<file path="config.mk">
export PLATFORM = sky130hd
export DESIGN_NAME = updown_key_ctrl
export DESIGN_NICKNAME = d
export VERILOG_FILES = /design/src/rtl/updown_key_ctrl.sv
export SDC_FILE = /design/constraint.sdc
export NUM_CORES = 1
export LEC_CHECK = 0
export ABC_AREA = 0
export CAP_MARGIN = 20
export CORE_MARGIN = 10
export CORE_UTILIZATION = 50
export DETAILED_ROUTE_END_ITERATION = 8
export GPL_ROUTABILITY_DRIVEN = 1
export PLACE_DENSITY = 0.74
export SYNTH_ARGS = -nofsm -noshare
export SYNTH_HDL_FRONTEND = slang
export SYNTH_SLANG_ARGS = --single-unit
export TNS_END_PERCENT = 50
</file>
<file path="constraint.sdc">
create_clock -name clk -period 3.15 [get_ports clk]
set_clock_uncertainty 0.2 [all_clocks]
set_input_delay 0.63 -clock clk [delete_from_list [all_inputs] [get_ports clk]]
set_output_delay 0.63 -clock clk [all_outputs]
set_load 0.01 [all_outputs]
</file>
<file path="src/rtl/updown_key_ctrl.sv">
// Push-button front end for the up/down load counter. It synchronises and
// debounces three raw keys, then turns them into one-cycle inc/dec/load
// pulses. Holding up or down auto-repeats the pulse.
module updown_key_ctrl #(
  parameter int DEBOUNCE      = 4,
  parameter int REPEAT_DELAY  = 20,
  parameter int REPEAT_PERIOD = 8,
  parameter int TW            = 16
) (
  input  logic clk,
  input  logic rst_n,
  input  logic key_up,
  input  logic key_dn,
  input  logic key_ld,
  output logic inc,
  output logic dec,
  output logic load,
  output logic held
);

  localparam logic [TW-1:0] DB_LAST  = TW'(DEBOUNCE - 1);
  localparam logic [TW-1:0] DLY_LAST = TW'(REPEAT_DELAY - 1);
  localparam logic [TW-1:0] PER_LAST = TW'(REPEAT_PERIOD - 1);

  // Key index: 0 = up, 1 = down, 2 = load
  logic [2:0] keys_raw;
  logic [2:0] sync1_q;
  logic [2:0] sync2_q;
  logic [2:0] lvl;
  logic [2:0] lvl_prev_q;
  logic [2:0] rise;

  assign keys_raw = {key_ld, key_dn, key_up};

  // Two-stage synchronisers and the delayed debounced level used for edge detection
  always_ff @(posedge clk or negedge rst_n) begin
    if (!rst_n) begin
      sync1_q    <= '0;
      sync2_q    <= '0;
      lvl_prev_q <= '0;
    end else begin
      sync1_q    <= keys_raw;
      sync2_q    <= sync1_q;
      lvl_prev_q <= lvl;
    end
  end

  genvar gi;
  generate
    for (gi = 0; gi < 3; gi++) begin : g_key
      logic [TW-1:0] cnt_q;
      logic [TW-1:0] cnt_d;
      logic          lvl_q;
      logic          lvl_d;

      // The level flips only after DEBOUNCE consecutive cycles of disagreement
      always_comb begin
        cnt_d = '0;
        lvl_d = lvl_q;
        if (sync2_q[gi] != lvl_q) begin
          if (cnt_q == DB_LAST) begin
            lvl_d = ~lvl_q;
          end else begin
            cnt_d = cnt_q + 1'b1;
          end
        end
      end

      // Debounce counter and debounced level registers
      always_ff @(posedge clk or negedge rst_n) begin
        if (!rst_n) begin
          cnt_q <= '0;
          lvl_q <= 1'b0;
        end else begin
          cnt_q <= cnt_d;
          lvl_q <= lvl_d;
        end
      end

      assign lvl[gi] = lvl_q;
    end
  endgenerate

  assign rise = lvl & ~lvl_prev_q;

  typedef enum logic [1:0] {IDLE, WAIT, RPT, LOCK} state_t;

  state_t        state_q, state_d;
  logic          dir_q, dir_d;          // latched direction: 1 = down
  logic [TW-1:0] tmr_q, tmr_d;
  logic          pulse_inc, pulse_dec;
  logic          own_lvl, opp_rise;

  assign own_lvl  = dir_q ? lvl[1]  : lvl[0];
  assign opp_rise = dir_q ? rise[0] : rise[1];

  // Next-state logic: first pulse, repeat timing, release and lock-out
  always_comb begin
    state_d   = state_q;
    dir_d     = dir_q;
    tmr_d     = tmr_q;
    pulse_inc = 1'b0;
    pulse_dec = 1'b0;
    case (state_q)
      IDLE: begin
        tmr_d = '0;
        if (lvl[0] && lvl[1]) begin
          state_d = LOCK;
        end else if (rise[0]) begin
          pulse_inc = 1'b1;
          dir_d     = 1'b0;
          state_d   = WAIT;
        end else if (rise[1]) begin
          pulse_dec = 1'b1;
          dir_d     = 1'b1;
          state_d   = WAIT;
        end
      end
      WAIT, RPT: begin
        // The opposite key wins over a simultaneous release, so it is never taken as a new press
        if (opp_rise) begin
          state_d = LOCK;
          tmr_d   = '0;
        end else if (!own_lvl) begin
          state_d = IDLE;
          tmr_d   = '0;
        end else if (tmr_q == ((state_q == WAIT) ? DLY_LAST : PER_LAST)) begin
          pulse_inc = ~dir_q;
          pulse_dec = dir_q;
          tmr_d     = '0;
          state_d   = RPT;
        end else begin
          tmr_d = tmr_q + 1'b1;
        end
      end
      LOCK: begin
        tmr_d = '0;
        if (!lvl[0] && !lvl[1]) begin
          state_d = IDLE;
        end
      end
      default: begin
        state_d = IDLE;
        tmr_d   = '0;
      end
    endcase
  end

  logic inc_q, dec_q, load_q, held_q;

  // State register and registered outputs; a load pulse swallows a coincident inc/dec
  always_ff @(posedge clk or negedge rst_n) begin
    if (!rst_n) begin
      state_q <= IDLE;
      dir_q   <= 1'b0;
      tmr_q   <= '0;
      inc_q   <= 1'b0;
      dec_q   <= 1'b0;
      load_q  <= 1'b0;
      held_q  <= 1'b0;
    end else begin
      state_q <= state_d;
      dir_q   <= dir_d;
      tmr_q   <= tmr_d;
      inc_q   <= pulse_inc & ~rise[2];
      dec_q   <= pulse_dec & ~rise[2];
      load_q  <= rise[2];
      held_q  <= (state_d == WAIT) || (state_d == RPT);
    end
  end

  assign inc  = inc_q;
  assign dec  = dec_q;
  assign load = load_q;
  assign held = held_q;

endmodule

</file>
==> run metrics, run 1 <==
CP endpoint kind register; Syn Inst Count 387; Post-DRT Antenna Nets 0; FF-to-FF setup slack 0.86 ns; hold_buf cts 0; post-synthesis net count 399; First-pass DRT Iterations 4; largest net degree at the start of global routing 46; Ports 9; worst-case clock buffer depth 2; share of post-route cells with drive strength above 1 5.97%; VDD IR-drop max 0.436 mV; Arr. time, crit path 2.32 ns; HPWL after DPL 4640 µm; nets 409; fillers 682; PnR worst setup slack 0.857 ns; DR iter-0 viols 108; number of synthesized flops with an enable pin 0; PortBufs 8; Synth async-reset ratio 100%; aggregate global-route resource usage 12.7%; Syn. warnings 0; TritonCTS Sinks 83; vias in the first global route 2,761; final hold slack 0.0585 ns; worst-path maximum fanout 6; row cnt 32; Post-Syn Area 3920 µm²; register area share after synthesis 53.0%; first-pass GRT wire length 12,200 µm; synth unique cells 39; Synth-to-Final Area Change 9.03%; H-tree depth 3; post-CTS setup buffers 0; Static Leakage 1.83 nW; Worst Setup Start Kind register; Final setup viols 0; die height 109 µm; max cap viols 0; Yosys reg bits 83; Worst Hold Class input pin to async pin; WL final 6660 µm; fin crit period 2.29 ns; cts repair resizes 0; core region area 7690 µm²; setup repair after global routing missed its margin no; Initial Util 51.0%; Fmax 436 MHz; Final Cycle Share 72.8%; Die X 109 µm; max_slew headroom 60.7%; Avg Cell Area, Syn 10.1 µm²; Critical Path RT 3.18 ns; worst-skew pair later-pin latency 0.35 ns; antenna cells 0; Power Density 654 nW/µm²; Via Count 2,674; commonest non-fill, non-tap cell in the layout dfrtp_1; DRC Markers 0; outcome complete, no violations; final instance area 4280 µm²; Pins Over Slew Limit 0; clk root buf clkbuf_8; WL/cell 13.2 µm; transition time of the tightest slew-check pin 0.588 ns; initial antenna violation count 0; drt via density 5.31; most frequent cells in the layout 83 x dfrtp_1, 59 x nor2_1, 36 x xor2_1; final estimated routing congestion in global placement 0.815; die footprint 11,800 µm²; Power Total 2.80 mW; CP Class register to register; CTS Buf Count 9; Post-DP Area 4090 µm²; Clock transition at path regs 0.08 ns; CTS tree done; setup TNS 0 ns; GR Overflow Total 0; Primary FF master, synth dfrtp_1; final hold vios 0; worst slack, placed 0.882 ns
[state kept, by name, indices dropped and copies added, names as in the netlist]
register,cells
inc,1
load,1
dec,1
sync1_q,3
g_key.lvl_q,3
lvl_prev_q,3
state_q,2
held,1
g_key.cnt_q,48
dir_q,1
tmr_q,16
sync2_q,3
[logic make-up (layout without fill, tap and decap cells)]
group / Yosys count / after routing / synth area share (%)
DFF: 83 / 83 / 53.0
AOI/OAI and AO/OA: 33 / 33 / 5.27
muxes: 4 / 4 / 1.12
xor gates and xnor gates: 52 / 52 / 11.6
and+or+nand+nor: 186 / 186 / 24.4
buffers and inverters: 22 / 37 / 2.36
adders and majority gates: 7 / 7 / 2.23
[per-layer routing]
layer | share of wire [%] | global-route usage, % | routed length [µm] | vias up
li1 | - | - | - | 1346
met1 | 48 | 15.3 | 3200 | 1288
met2 | 48 | 21.0 | 3180 | 34
met3 | 3.2 | 3.93 | 211 | 6
met4 | 0.96 | 4.14 | 64 | 0
met5 | 0 | 0 | 0 | -
[synthesized netlist by cell type (all sizes together), types with 2 or more instances]
| library cell | count | share of area [%] |
|---|---|---|
| or3 | 8 | 1.3 |
| nor2b | 3 | 0.48 |
| nor3b | 4 | 0.77 |
| xnor2 | 16 | 3.6 |
| or2 | 2 | 0.32 |
| nand2b | 4 | 0.64 |
| and3 | 7 | 1.1 |
| a21oi | 14 | 1.9 |
| xor2 | 36 | 8.0 |
| nand4 | 19 | 3.0 |
| o32a | 2 | 0.51 |
| mux2 | 3 | 0.86 |
| buf | 4 | 0.64 |
| ha | 7 | 2.2 |
| nor2 | 59 | 5.6 |
| nand2 | 27 | 2.6 |
| nand3 | 17 | 2.2 |
| clkbuf | 7 | 0.67 |
| o221a | 2 | 0.57 |
| o21ai | 10 | 1.3 |
| and2 | 9 | 1.4 |
| nor4 | 11 | 1.9 |
| inv | 11 | 1.1 |
| dfrtp | 83 | 53 |
| and4 | 6 | 1.3 |
| nor3 | 7 | 0.89 |
[area by class of cell]
| cell class | instances | area [µm²] | share of cell area (%) |
|---|---|---|---|
| well taps | 102 | 128 | 2.99 |
| clock buffers | 11 | 131 | 3.07 |
| flip-flops and latches | 83 | 2080 | 48.6 |
| repair buffers | 10 | 92.6 | 2.17 |
| multi-input cells | 282 | 1750 | 41.0 |
| clock inverters | 5 | 53.8 | 1.26 |
| inverters | 11 | 41.3 | 0.966 |
[stage by stage]
step | util (%) | cells
floorplan | - | 387
global placement | 53.2 | 488
detailed placement | 53.2 | 488
CTS | 55.6 | 504
global route | 55.6 | 504
finish | 55.6 | 504
[where the power goes]
| group | leakage, nW | total [mW] | internal [mW] | switching [mW] |
|---|---|---|---|---|
| combinational | 0.616 | 0.739 | 0.298 | 0.440 |
| clock | 0.0971 | 0.723 | 0.364 | 0.359 |
| sequential | 1.11 | 1.34 | 1.19 | 0.141 |
| total | 1.83 | 2.80 | 1.86 | 0.941 |
[path summary, 6_finish.rpt]
check	from	end	cells past startpoint
max	state_q[0]	held	7
min	rst_n	g_key[1].cnt_q[15]	1
max reg2reg	state_q[0]	held	7
min reg2reg	sync1_q[2]	sync2_q[2]	0
max in group asynchronous	rst_n	g_key[0].cnt_q[5]	2
min in group clk	sync1_q[2]	sync2_q[2]	0
[critical path, stage by stage (launching register included)]
cell and delay [ns]:
dfrtp_1 0.45, inv_1 0.09, ha_1 0.36, nand2b_1 0.14
o221a_1 0.21, nor3b_1 0.36, a21oi_2 0.11, o221a_2 0.25
No activity file was read; power rests on OpenSTA's default activity.
==> run 2: changes to the inputs <==
==> constraint.sdc (replaced) <==
create_clock -name clk -period 2.2 [get_ports clk]
set_clock_uncertainty 0.2 [all_clocks]
set_input_delay 0.44 -clock clk [delete_from_list [all_inputs] [get_ports clk]]
set_output_delay 0.44 -clock clk [all_outputs]
set_load 0.01 [all_outputs]
==> run metrics, run 2 (same netlist as run 1, synthesis figures left out) <==
Final setup viols 0; CTS Buf Count 9; final estimated routing congestion in global placement 0.899; Via Count 2,811; Power Total 4.35 mW; Post-DRT Antenna Nets 0; Initial Util 51.0%; sw frac 34.9%; DRC Markers 0; GR Overflow Total 0; Die X 109 µm; fin crit period 2.12 ns; outcome complete, no violations; top flop regs g_key.cnt_q: 48 flops, tmr_q: 16 flops; post-CTS setup buffers 0; antenna cells 0; final hold vios 0; Switch Pwr 1.52 mW; Final Cycle Share 96.5%; nets 418; die footprint 11,800 µm²; First-pass DRT Iterations 4; WL/cell 14.4 µm; TritonCTS Sinks 83; initial antenna violation count 0; hold endpoint sync2_q[2]; DR iter-0 viols 78; FF-to-FF setup slack 0.08 ns; PortBufs 8; largest reg by FF count g_key.cnt_q; commonest non-fill, non-tap cell in the layout dfrtp_1; worst-skew pair later-pin latency 0.36 ns; transition time of the tightest slew-check pin 0.507 ns; Clock transition at path regs 0.09 ns; drt via density 5.48; HPWL after DPL 5090 µm; Comb pwr share 30.8%; core region area 7690 µm²; largest net degree at the start of global routing 40; Worst R2R Start tmr_q[0]; Clk pwr share 26.2%; Worst Setup Start Kind register; Fmax 471 MHz; Power Density 984 nW/µm²; CP startpoint tmr_q[0]; first-pass GRT wire length 13,000 µm; Static Leakage 1.90 nW; share of post-route cells with drive strength above 1 9.73%; Seq pwr share 43.0%; max layer used met4; Pins Over Slew Limit 0; aggregate global-route resource usage 13.7%; Worst Hold Class register to register; CTS tree done; worst-case clock buffer depth 2; reg-to-reg endpoint held; die height 109 µm; met1 wire length 3320 µm; H-tree depth 3; fillers 673; fin util 57.5%; clk root buf clkbuf_8; Ports 9; vias in the first global route 2,877; register area 2080 µm²; worst-path maximum fanout 4; max_slew headroom 66.2%; Synth-to-Final Area Change 12.7%; most frequent cells in the layout 83 x dfrtp_1, 59 x nor2_1, 36 x xor2_1; cell-internal power 2.83 mW; row cnt 32; CP Class register to register; Arr. time, crit path 2.18 ns; hold path start sync1_q[2]; VDD IR-drop max 0.482 mV; max reg flops 48; Critical Path RT 2.25 ns; met3 WL 230 µm; max cap viols 0; Met2 Routed Length 3710 µm; multi-input logic area 1790 µm²; Non-Filler Instances 513; WL final 7400 µm; CP endpoint kind register; worst reg-to-reg path cell count 6; hold path depth 0; Inst Count DP 496
run 2: changes by cell type in the layout (fill, tap and decap cells not counted), sizes merged:
| cell | before | now |
|---|---|---|
| inv | 11 | 16 |
| clkbuf | 11 | 9 |
| clkinv | 4 | 1 |
| buf | 3 | 11 |
| dlygate4sd3 | 0 | 1 |
run 2: worst max-delay path by stage:
stage                       to  cells past startpoint
after CTS                 held                      6
after detailed placement  held                      7
after global placement    held                      6
after floorplan           held                      6
after global routing      held                      7
final                     held                      6
run 2: power by group through the flow:
stage	clock (mW)	sequential (mW)	combinational [mW]
finish	1.14	1.87	1.34
global placement	0	1.89	1.19
CTS	1.17	1.87	1.25
floorplan	0	1.86	0.865
detailed placement	0	1.90	1.23
global route	1.24	1.90	1.49
run 2: what timing repair did:
action	in CTS	in global routing
hold buffers	1	0
endpoints found under the setup margin	1	1
resized for setup	1	6
hold endpoints to repair	36	0
pin swaps	0	2
run 2: metrics by stage:
| stage | hold WS [ns] | setup slack [ns] | TNS (ns) | area (µm²) |
|---|---|---|---|---|
| 2_1_floorplan | -0.0556 | 0.115 | 0 | 3920 |
| 3_3_place_gp | 0.136 | 0.126 | 0 | 4160 |
| 3_5_place_dp | 0.135 | 0.0119 | 0 | 4160 |
| 4_1_cts | 0.165 | 0.0427 | 0 | 4380 |
| 5_1_grt | 0.181 | -0.00122 | -0.00226 | 4420 |
| 6_report | 0.161 | 0.0766 | 0 | 4420 |
run 2: final cells by class:
class                      instances  area share (%)
clock buffer                       9            2.80
clock inverter                     7            1.84
inverter                          11           0.934
multi-input combinational        282            40.6
sequential                        83            47.0
tap                              102            2.89
timing repair buffer              19            3.96
run 2: critical path: stages, from the launching register on:
cell and delay [ns]:
dfrtp_1 0.38, ha_2 0.24, nor4b_4 0.21, nand4_1 0.15, or3b_4 0.43, a211o_1 0.30
o221a_2 0.12
run 2: routing by layer:
| layer | vias to the layer above | global-route usage, % |
|---|---|---|
| li1 | 1373 | - |
| met1 | 1381 | 16.4 |
| met2 | 42 | 22.2 |
| met3 | 15 | 3.81 |
| met4 | 0 | 6.50 |
| met5 | - | 0 |
